--- config.mk ---
export PLATFORM = sky130hd
export DESIGN_NAME = longop_wb_ctrl_flat
export DESIGN_NICKNAME = d
export VERILOG_FILES = /design/src/rtl/longop_wb_ctrl_if.sv /design/src/rtl/longop_wb_ctrl.sv /design/src/flat_wrapper.sv
export SDC_FILE = /design/constraint.sdc
export NUM_CORES = 1
export LEC_CHECK = 0
export ABC_CLOCK_PERIOD_IN_PS = 1900
export CAP_MARGIN = 10
export CORE_ASPECT_RATIO = 0.7
export CORE_UTILIZATION = 35
export CTS_CLUSTER_DIAMETER = 40
export DETAILED_ROUTE_END_ITERATION = 8
export PLACE_DENSITY_LB_ADDON = 0.12
export SETUP_SLACK_MARGIN = 0.4
export SKIP_CTS_REPAIR_TIMING = 1
export SLEW_MARGIN = 20
export SYNTH_ARGS = -nofsm -noshare
export SYNTH_HDL_FRONTEND = slang
export SYNTH_SLANG_ARGS = --single-unit
--- constraint.sdc ---
create_clock -name clk -period 1.9 [get_ports clk]
set_input_delay 0.285 -clock clk [delete_from_list [all_inputs] [get_ports clk]]
set_output_delay 0.285 -clock clk [all_outputs]
set_load 0.01 [all_outputs]
--- src/rtl/longop_wb_ctrl_if.sv ---
// Bus between Execute/Writeback, the long-latency units and the shared register-file write port.
interface longop_wb_ctrl_if #(
    parameter int DATA_W = 32,
    parameter int ADDR_W = 4
);
    logic              m_start;
    logic [ADDR_W-1:0] m_wa3_e;
    logic              m_unit_done;
    logic [DATA_W-1:0] m_result;
    logic              fpu_start;
    logic [ADDR_W-1:0] f_wa3_e;
    logic              f_unit_done;
    logic [DATA_W-1:0] f_result;
    logic              reg_write_w;

    logic              m_cycle_busy;
    logic [ADDR_W-1:0] m_cycle_wa3;
    logic              m_cycle_done;
    logic              fpu_busy;
    logic [ADDR_W-1:0] fpu_wa3;
    logic              fpu_done;
    logic              ext_we;
    logic [ADDR_W-1:0] ext_wa;
    logic [DATA_W-1:0] ext_wd;
    logic              wb_stall_req;

    modport slave (
        input  m_start, m_wa3_e, m_unit_done, m_result,
        input  fpu_start, f_wa3_e, f_unit_done, f_result, reg_write_w,
        output m_cycle_busy, m_cycle_wa3, m_cycle_done,
        output fpu_busy, fpu_wa3, fpu_done,
        output ext_we, ext_wa, ext_wd, wb_stall_req
    );

    modport master (
        output m_start, m_wa3_e, m_unit_done, m_result,
        output fpu_start, f_wa3_e, f_unit_done, f_result, reg_write_w,
        input  m_cycle_busy, m_cycle_wa3, m_cycle_done,
        input  fpu_busy, fpu_wa3, fpu_done,
        input  ext_we, ext_wa, ext_wd, wb_stall_req
    );
endinterface

--- src/rtl/longop_wb_ctrl.sv ---
// Tracks MCycle/FPU in-flight ops, holds their results and arbitrates the shared write port.
//   state  | meaning
//   S_IDLE | slot free, accepts a new start
//   S_BUSY | op issued, waiting for unit done; destination latched
//   S_PEND | result held, waiting for a write-port grant
// Slot index 0 is MCycle, index 1 is FPU.
module longop_wb_ctrl #(
    parameter int DATA_W     = 32,
    parameter int ADDR_W     = 4,
    parameter int STARVE_LIM = 4
) (
    input logic              clk,
    input logic              rst_n,
    longop_wb_ctrl_if.slave  bus
);
    localparam logic [1:0] S_IDLE = 2'd0;
    localparam logic [1:0] S_BUSY = 2'd1;
    localparam logic [1:0] S_PEND = 2'd2;
    localparam logic [3:0] LIM    = 4'(STARVE_LIM);

    logic [1:0]        state_q [2];
    logic [ADDR_W-1:0] wa3_q   [2];
    logic [DATA_W-1:0] hold_q  [2];
    logic [ADDR_W-1:0] wa3_e   [2];
    logic [DATA_W-1:0] result  [2];
    logic [1:0]        start, unit_done, pend, busy, grant;
    logic              port_free;
    logic              last_f_q;
    logic [3:0]        starve_q;

    assign start     = {bus.fpu_start, bus.m_start};
    assign unit_done = {bus.f_unit_done, bus.m_unit_done};
    assign wa3_e[0]  = bus.m_wa3_e;
    assign wa3_e[1]  = bus.f_wa3_e;
    assign result[0] = bus.m_result;
    assign result[1] = bus.f_result;

    assign pend[0]   = (state_q[0] == S_PEND);
    assign pend[1]   = (state_q[1] == S_PEND);
    assign busy[0]   = (state_q[0] != S_IDLE);
    assign busy[1]   = (state_q[1] != S_IDLE);
    assign port_free = ~bus.reg_write_w;

    // On a tie the slot that did not win the previous tie goes first.
    assign grant[0] = port_free & pend[0] & (~pend[1] | last_f_q);
    assign grant[1] = port_free & pend[1] & (~pend[0] | ~last_f_q);

    always_ff @(posedge clk or negedge rst_n) begin
        if (!rst_n) begin
            for (int i = 0; i < 2; i++) begin
                state_q[i] <= S_IDLE;
                wa3_q[i]   <= '0;
                hold_q[i]  <= '0;
            end
            last_f_q <= 1'b1;
            starve_q <= 4'd0;
        end else begin
            for (int i = 0; i < 2; i++) begin
                case (state_q[i])
                    S_IDLE: if (start[i]) begin
                        state_q[i] <= S_BUSY;
                        wa3_q[i]   <= wa3_e[i];
                    end
                    S_BUSY: if (unit_done[i]) begin
                        state_q[i] <= S_PEND;
                        hold_q[i]  <= result[i];
                    end
                    S_PEND: if (grant[i]) state_q[i] <= S_IDLE;
                    default: state_q[i] <= S_IDLE;
                endcase
            end
            if ((&pend) && (|grant))
                last_f_q <= grant[1];
            if ((|pend) && !(|grant))
                starve_q <= (starve_q == 4'hf) ? 4'hf : starve_q + 4'd1;
            else
                starve_q <= 4'd0;
        end
    end

    assign bus.m_cycle_busy = busy[0];
    assign bus.m_cycle_wa3  = busy[0] ? wa3_q[0] : '0;
    assign bus.m_cycle_done = grant[0];
    assign bus.fpu_busy     = busy[1];
    assign bus.fpu_wa3      = busy[1] ? wa3_q[1] : '0;
    assign bus.fpu_done     = grant[1];
    assign bus.ext_we       = |grant;
    assign bus.ext_wa       = grant[0] ? wa3_q[0]  : (grant[1] ? wa3_q[1]  : '0);
    assign bus.ext_wd       = grant[0] ? hold_q[0] : (grant[1] ? hold_q[1] : '0);
    assign bus.wb_stall_req = (starve_q >= LIM) & (|pend) & ~(|grant);
endmodule
--- src/flat_wrapper.sv ---
// flat-port wrapper written by rule: the top's interface ports become plain ports
module longop_wb_ctrl_flat 
#(
    parameter int DATA_W     = 32,
    parameter int ADDR_W     = 4,
    parameter int STARVE_LIM = 4
)
  (clk, rst_n, bus_m_start, bus_m_wa3_e, bus_m_unit_done, bus_m_result, bus_fpu_start, bus_f_wa3_e, bus_f_unit_done, bus_f_result, bus_reg_write_w, bus_m_cycle_busy, bus_m_cycle_wa3, bus_m_cycle_done, bus_fpu_busy, bus_fpu_wa3, bus_fpu_done, bus_ext_we, bus_ext_wa, bus_ext_wd, bus_wb_stall_req);
  longop_wb_ctrl_if #(.DATA_W(DATA_W), .ADDR_W(ADDR_W)) bus_i ();
  input logic clk;
  input logic rst_n;
  input wire logic [$bits(bus_i.m_start)-1:0] bus_m_start;
  input wire logic [$bits(bus_i.m_wa3_e)-1:0] bus_m_wa3_e;
  input wire logic [$bits(bus_i.m_unit_done)-1:0] bus_m_unit_done;
  input wire logic [$bits(bus_i.m_result)-1:0] bus_m_result;
  input wire logic [$bits(bus_i.fpu_start)-1:0] bus_fpu_start;
  input wire logic [$bits(bus_i.f_wa3_e)-1:0] bus_f_wa3_e;
  input wire logic [$bits(bus_i.f_unit_done)-1:0] bus_f_unit_done;
  input wire logic [$bits(bus_i.f_result)-1:0] bus_f_result;
  input wire logic [$bits(bus_i.reg_write_w)-1:0] bus_reg_write_w;
  output wire logic [$bits(bus_i.m_cycle_busy)-1:0] bus_m_cycle_busy;
  output wire logic [$bits(bus_i.m_cycle_wa3)-1:0] bus_m_cycle_wa3;
  output wire logic [$bits(bus_i.m_cycle_done)-1:0] bus_m_cycle_done;
  output wire logic [$bits(bus_i.fpu_busy)-1:0] bus_fpu_busy;
  output wire logic [$bits(bus_i.fpu_wa3)-1:0] bus_fpu_wa3;
  output wire logic [$bits(bus_i.fpu_done)-1:0] bus_fpu_done;
  output wire logic [$bits(bus_i.ext_we)-1:0] bus_ext_we;
  output wire logic [$bits(bus_i.ext_wa)-1:0] bus_ext_wa;
  output wire logic [$bits(bus_i.ext_wd)-1:0] bus_ext_wd;
  output wire logic [$bits(bus_i.wb_stall_req)-1:0] bus_wb_stall_req;
  assign bus_i.m_start = bus_m_start;
  assign bus_i.m_wa3_e = bus_m_wa3_e;
  assign bus_i.m_unit_done = bus_m_unit_done;
  assign bus_i.m_result = bus_m_result;
  assign bus_i.fpu_start = bus_fpu_start;
  assign bus_i.f_wa3_e = bus_f_wa3_e;
  assign bus_i.f_unit_done = bus_f_unit_done;
  assign bus_i.f_result = bus_f_result;
  assign bus_i.reg_write_w = bus_reg_write_w;
  assign bus_m_cycle_busy = bus_i.m_cycle_busy;
  assign bus_m_cycle_wa3 = bus_i.m_cycle_wa3;
  assign bus_m_cycle_done = bus_i.m_cycle_done;
  assign bus_fpu_busy = bus_i.fpu_busy;
  assign bus_fpu_wa3 = bus_i.fpu_wa3;
  assign bus_fpu_done = bus_i.fpu_done;
  assign bus_ext_we = bus_i.ext_we;
  assign bus_ext_wa = bus_i.ext_wa;
  assign bus_ext_wd = bus_i.ext_wd;
  assign bus_wb_stall_req = bus_i.wb_stall_req;
  longop_wb_ctrl #(.DATA_W(DATA_W), .ADDR_W(ADDR_W), .STARVE_LIM(STARVE_LIM)) u_core (.clk(clk), .rst_n(rst_n), .bus(bus_i));
endmodule
* Word-level counts from Yosys, hierarchy flattened
Index checks and enable logic that the tools add are counted.
** Cells by class
- $lt $le $gt $ge :: 1
- Eq/ne operators :: 11
- Bitwise gates (word level) :: 13
- Add/sub/neg operators :: 1
- Mux-type cells :: 16
- Reductions and logical operators :: 16
** Operator list (number)
- $mux W32 :: 2
- $mux W4 :: 6
- $mux W2 :: 6
- $ne A2 B2 Y1 const B :: 6
- $pmux W2 S3 :: 2
- $reduce_and A2 Y1 :: 5
- $and A1 B1 Y1 :: 6
- $reduce_and A3 Y1 :: 2
- $not A1 Y1 :: 5
- $add A4 B1 Y4 const B :: 1
- $eq A2 B1 Y1 const B :: 2
- $eq A2 B2 Y1 const B :: 2
- $eq A4 B4 Y1 const B :: 1
- $ge A4 B3 Y1 const B :: 1
- $logic_not A2 Y1 :: 2
- $reduce_bool A2 Y1 :: 2
- $reduce_or A2 Y1 :: 2
- $logic_and A1 B1 Y1 :: 2
- $or A1 B1 Y1 :: 2
- $logic_not A1 Y1 :: 1
** Storage, ports and cells
- Register bits :: 81
- Input port bits :: 79
- Output and inout port bits :: 50

* Longest topological paths before layout
- Depth after elaboration :: 8
- Depth in mapped cells :: 6
- Mapped depth without buffers :: 4

* Least setup slack after synthesis
No wires, ideal clock.
- Path kind :: flip-flop to output port
- Start :: reg u_core.state_q[2] (netlist name)
- End :: out bus_ext_wd[23]
- Stages on the path, launching flop included :: 7
- Slack :: 360 ps
- Data required time :: 1615 ps
- Path buffers :: 3
- Arrival time :: 1255 ps
- Cell sequence :: dfrtp_1 -> buf_4 -> nand2b_1 -> buf_4 -> buf_2 -> o2111ai_1 -> nand2_1
** On the way
- Word-level cells in the longest chain between the ends :: 6
- Elaborated cells on any way between the ends :: 8
** Ends and longest elaborated chain
- start: declaration :: RTL line longop_wb_ctrl.sv:21 : logic [1:0] state_q [2];
- start signal: indexed assignment :: RTL line longop_wb_ctrl.sv:51 : state_q[i] <= S_IDLE;
- start signal: indexed assignment :: RTL line longop_wb_ctrl.sv:61 : state_q[i] <= S_BUSY;
- start signal: indexed assignment :: RTL line longop_wb_ctrl.sv:65 : state_q[i] <= S_PEND;
- $eq A2 B2 Y1 * :: RTL line longop_wb_ctrl.sv:38 : assign pend[0] = (state_q[0] == S_PEND);
- $not A1 Y1 :: RTL line longop_wb_ctrl.sv:46 : assign grant[1] = port_free & pend[1] & (~pend[0] | ~last_f_q);
- $or A1 B1 Y1 :: RTL line longop_wb_ctrl.sv:46
- $and A1 B1 Y1 :: RTL line longop_wb_ctrl.sv:46
- $mux W32 :: RTL line longop_wb_ctrl.sv:89 : assign bus.ext_wd = grant[0] ? hold_q[0] : (grant[1] ? hold_q[1] : '0);
- $mux W32 * :: RTL line longop_wb_ctrl.sv:89
- end: declaration :: RTL line flat_wrapper.sv:29 : output wire logic [$bits(bus_i.ext_wd)-1:0] bus_ext_wd;
Mark *: on every way between the ends. The rest lies on a longest branch, timed or not.

* Worst setup path in the final report
- Start :: reg u_core.state_q[0] (netlist name)
- End :: out bus_ext_wa[2]
** On the way
- Word-level cells in the longest chain between the ends :: 5
- Elaborated cells on any way between the ends :: 8
** Ends and longest elaborated chain
- $eq A2 B2 Y1 * :: RTL line longop_wb_ctrl.sv:39 : assign pend[1] = (state_q[1] == S_PEND);
- $and A1 B1 Y1 / $not A1 Y1 (equally long branches) :: RTL line longop_wb_ctrl.sv:46, longop_wb_ctrl.sv:45
- $and A1 B1 Y1 / $or A1 B1 Y1 (equally long branches) :: RTL line longop_wb_ctrl.sv:46, longop_wb_ctrl.sv:45
- $mux W4 / $and A1 B1 Y1 (equally long branches) :: RTL line longop_wb_ctrl.sv:88, longop_wb_ctrl.sv:45
- $mux W4 * :: RTL line longop_wb_ctrl.sv:88 : assign bus.ext_wa = grant[0] ? wa3_q[0] : (grant[1] ? wa3_q[1] : '0);
- end: declaration :: RTL line flat_wrapper.sv:28 : output wire logic [$bits(bus_i.ext_wa)-1:0] bus_ext_wa;
Marked as above.

==> out/qor.yml <==
timing:
  relSlewSlack_pct: 66.33
  tightest_slew_ns: 0.5051
  clock_skew_ns: 0.003311
  tns_ns: -0.9751
  min_period_ns: 1.957
  hold_viol: 0
  setup_slack_ns: -0.05738
  timing.final.crit_share_pct: 103.0
  fmax_mhz: 510.9
  setup_viol: 34
  drv_slew: 0
  rsz0062_at_grt: "yes"
  hold_ws_ns: 0.4622
power:
  p_sw_mw: 3.256
  p_leak_nw: 3.110
  p_per_area_nw_per_um2: 1442
  p_int_mw: 6.379
  clkPwrFrac_pct: 18.1
  switching_share_pct: 33.80
  ir_drop_mv: 0.6797
  seqPwrFrac_pct: 32.9
  combPwrFrac_pct: 49.0
global_route:
  grt_pass1_vias: 3212
  gr-total-overflow: 0
  grt_first_pass_wirelength_um: 16950
  grt_usage_pct: 19.16
  grt_max_degree: 38
  antenna_found_initial: 0
layout:
  final_layout_size_suffix_gt1_share_pct: 48.55
  utilization_pct: 60.67
  diodes: 0
  postLayoutCellArea_sq_um: 6680
  area_growth_pct: 69.06
  final_nets: 592
  stdcell_count: 670
routing:
  ant_nets: 0
  met3_length_um: 803
  routed_wl_um: 12650
  vias: 3437
  drtIter0Drc: 99
  drc_errors: 0
  vias_per_cell: 5.130
  drt-pass1-iter-count: 6
  wire_per_inst_um: 18.88
  routed.top_layer: "met4"
  met2_length_um: 5552
  met1_length_um: 6204
synthesis:
  synth-seq-cells: 81
  syn-mean-instance-area_sq_um: 11.52
  synth_area_leaders: "dfrtp_1 51%, mux2_2 21%, o2111ai_1 8.0%"
  syn_area_sq_um: 3951
  ys_types: 32
  synth.top_cell.area_share_pct: 50.66
  synth_cells: 343
  synth_warnings: 0
  seq_area_frac_synth_pct: 51.33
  yosysTopAreaCell: "dfrtp_1"
  syn_nets: 423
placement:
  post-dp-hpwl_um: 7633
  dpl_cell_area_sq_um: 5684
  routabilityCongestion: 0.7560
  numPortBuffers: 128
  dp.cells: 629
clock_tree:
  cts_buffers: 9
  cts_max_level: 3
  cts_tree: "yes"
  clkTransAtPathRegs_ns: 0.06
  clock_latency_ns: 0.33
  ctsLongestPathBuffers: 2
  cts-root-buf: "clkbuf_16"
  cts_sinks: 81
floorplanning:
  die_h_um: 90.90
  dieWidth_um: 129.0
  rows: 32
  initial_core_util_pct: 35.89
  io_pins: 129
  fp.coreArea_sq_um: 11010
  dieArea_sq_um: 11730
worst_setup_path:
  crit_required_ns: 1.62
  slowest_delay_ns: 0.41
  slowest_stage: "dfrtp_1"
  crit_type: "register to output pin"
  cp_max_fo: 5
  worstSetupStartpointType: "register"
  crit_arrival_ns: 1.67
  cp-end-kind: "output pin"
  crit_path_cell_trace: "buf_6 -> nor2b_4 -> buf_4 -> clkbuf_16 -> o2111ai_1 -> nand2_1 -> buf_2"
run_status:
  violations: "negative setup slack"
  status: "finished with violations"
min_path:
  min_path_type: "primary input to asynchronous set/reset pin"
run:
  drv_cap: 0
-- cells by family after synthesis --
group           share of synthesized area [%]
flops                                   51.33
mux                                     20.77
fa+ha+maj                              0.3166
buf+inv                                 4.750
xor+xnor                               0.2217
compound gates                          9.689
simple gates                            12.92
-- state kept, by name (all words and copies together), names as in the netlist --
name / flops
u_core.hold_q: 64
u_core.wa3_q: 8
u_core.starve_q: 4
u_core.state_q: 4
u_core.last_f_q: 1
-- worst paths after layout --
| path | start | end | slack (ns) | cells after the start |
|---|---|---|---|---|
| setup reg to reg | u_core.state_q[2] | u_core.hold_q[49] | 0.19 | 7 |
| setup / recovery | u_core.state_q[0] | bus_ext_wa[2] | -0.06 | 7 |
| min in group clk | u_core.starve_q[0] | u_core.starve_q[0] | 0.50 | 1 |
| hold reg to reg | u_core.starve_q[0] | u_core.starve_q[0] | 0.50 | 1 |
| hold / removal | rst_n | u_core.wa3_q[6] | 0.46 | 2 |
| max in group asynchronous | rst_n | u_core.hold_q[49] | 0.89 | 3 |
-- worst max-delay path, delay by kind of cell, from the launching register on --
kind / cells / cell delay [ns]
simple gates: 2 / 0.23
flops: 1 / 0.41
buf+inv: 4 / 0.58
compound gates: 1 / 0.12
-- Yosys cell counts, drive strengths merged --
cell type  number
a31oi           1
o2111ai        36
mux2i           1
mux2           72
nor3            2
dfrtp          80
nand3          38
buf            21
ha              1
clkbuf          8
nor2            9
a21oi           4
a211oi          3
nand2          37
clkinv          1
nand2b          2
nor3b           1
nor2b          10
nand3b          2
and2            3
or3b            1
o21ai           3
inv             5
xnor2           1
dfstp           1
-- metrics by stage --
step           total power, mW  worst slack (ns)
2_1_floorplan            4.982            0.3910
3_3_place_gp             6.561           -0.3501
3_5_place_dp             6.651           -0.3931
4_1_cts                  8.444           -0.4500
5_1_grt                  10.16           -0.1403
6_report                 9.635          -0.05738
-- cell usage in the layout (no fill, tap or decap), drive strengths merged --
master,instances
dlygate4sd3,1
mux2i,1
nor2b,10
a31oi,1
clkdlybuf4s50,76
dfstp,1
dfrtp,80
a21oi,4
mux2,72
dlymetal6s2s,5
inv,5
xnor2,1
clkinv,3
nand2,37
buf,91
bufinv,1
o21ai,3
nor3,2
and2,3
nor2,9
nor3b,1
nand2b,2
clkinvlp,2
ha,1
o2111ai,36
or3b,1
clkbuf,25
nand3,38
nand3b,2
a211oi,3
-- final cells by class --
cell class                 instances  area [sq um]
clock inverter                     5         55.05
tap                              153         191.4
clock buffer                      11         242.7
fill                             895          4330
timing repair buffer             187          1923
multi-input combinational        227          2212
inverter                           6         25.02
sequential                        81          2031
-- power by group through the flow --
stage                     Clock (mW)  Sequential, mW  Combinational, mW
after global routing            1.86            3.27               5.03
after global placement             0            3.04               3.52
after floorplan                    0            2.93               2.05
after CTS                       1.80            3.04               3.60
after detailed placement           0            3.07               3.58
final                           1.74            3.17               4.72
-- routing by layer --
metal | track usage [%] | vias up
met4 | 5.784 | 0
li1 | - | 1600
met5 | 0 | -
met2 | 29.05 | 127
met1 | 26.14 | 1700
met3 | 5.806 | 10
(Power assumes the default switching activity.)
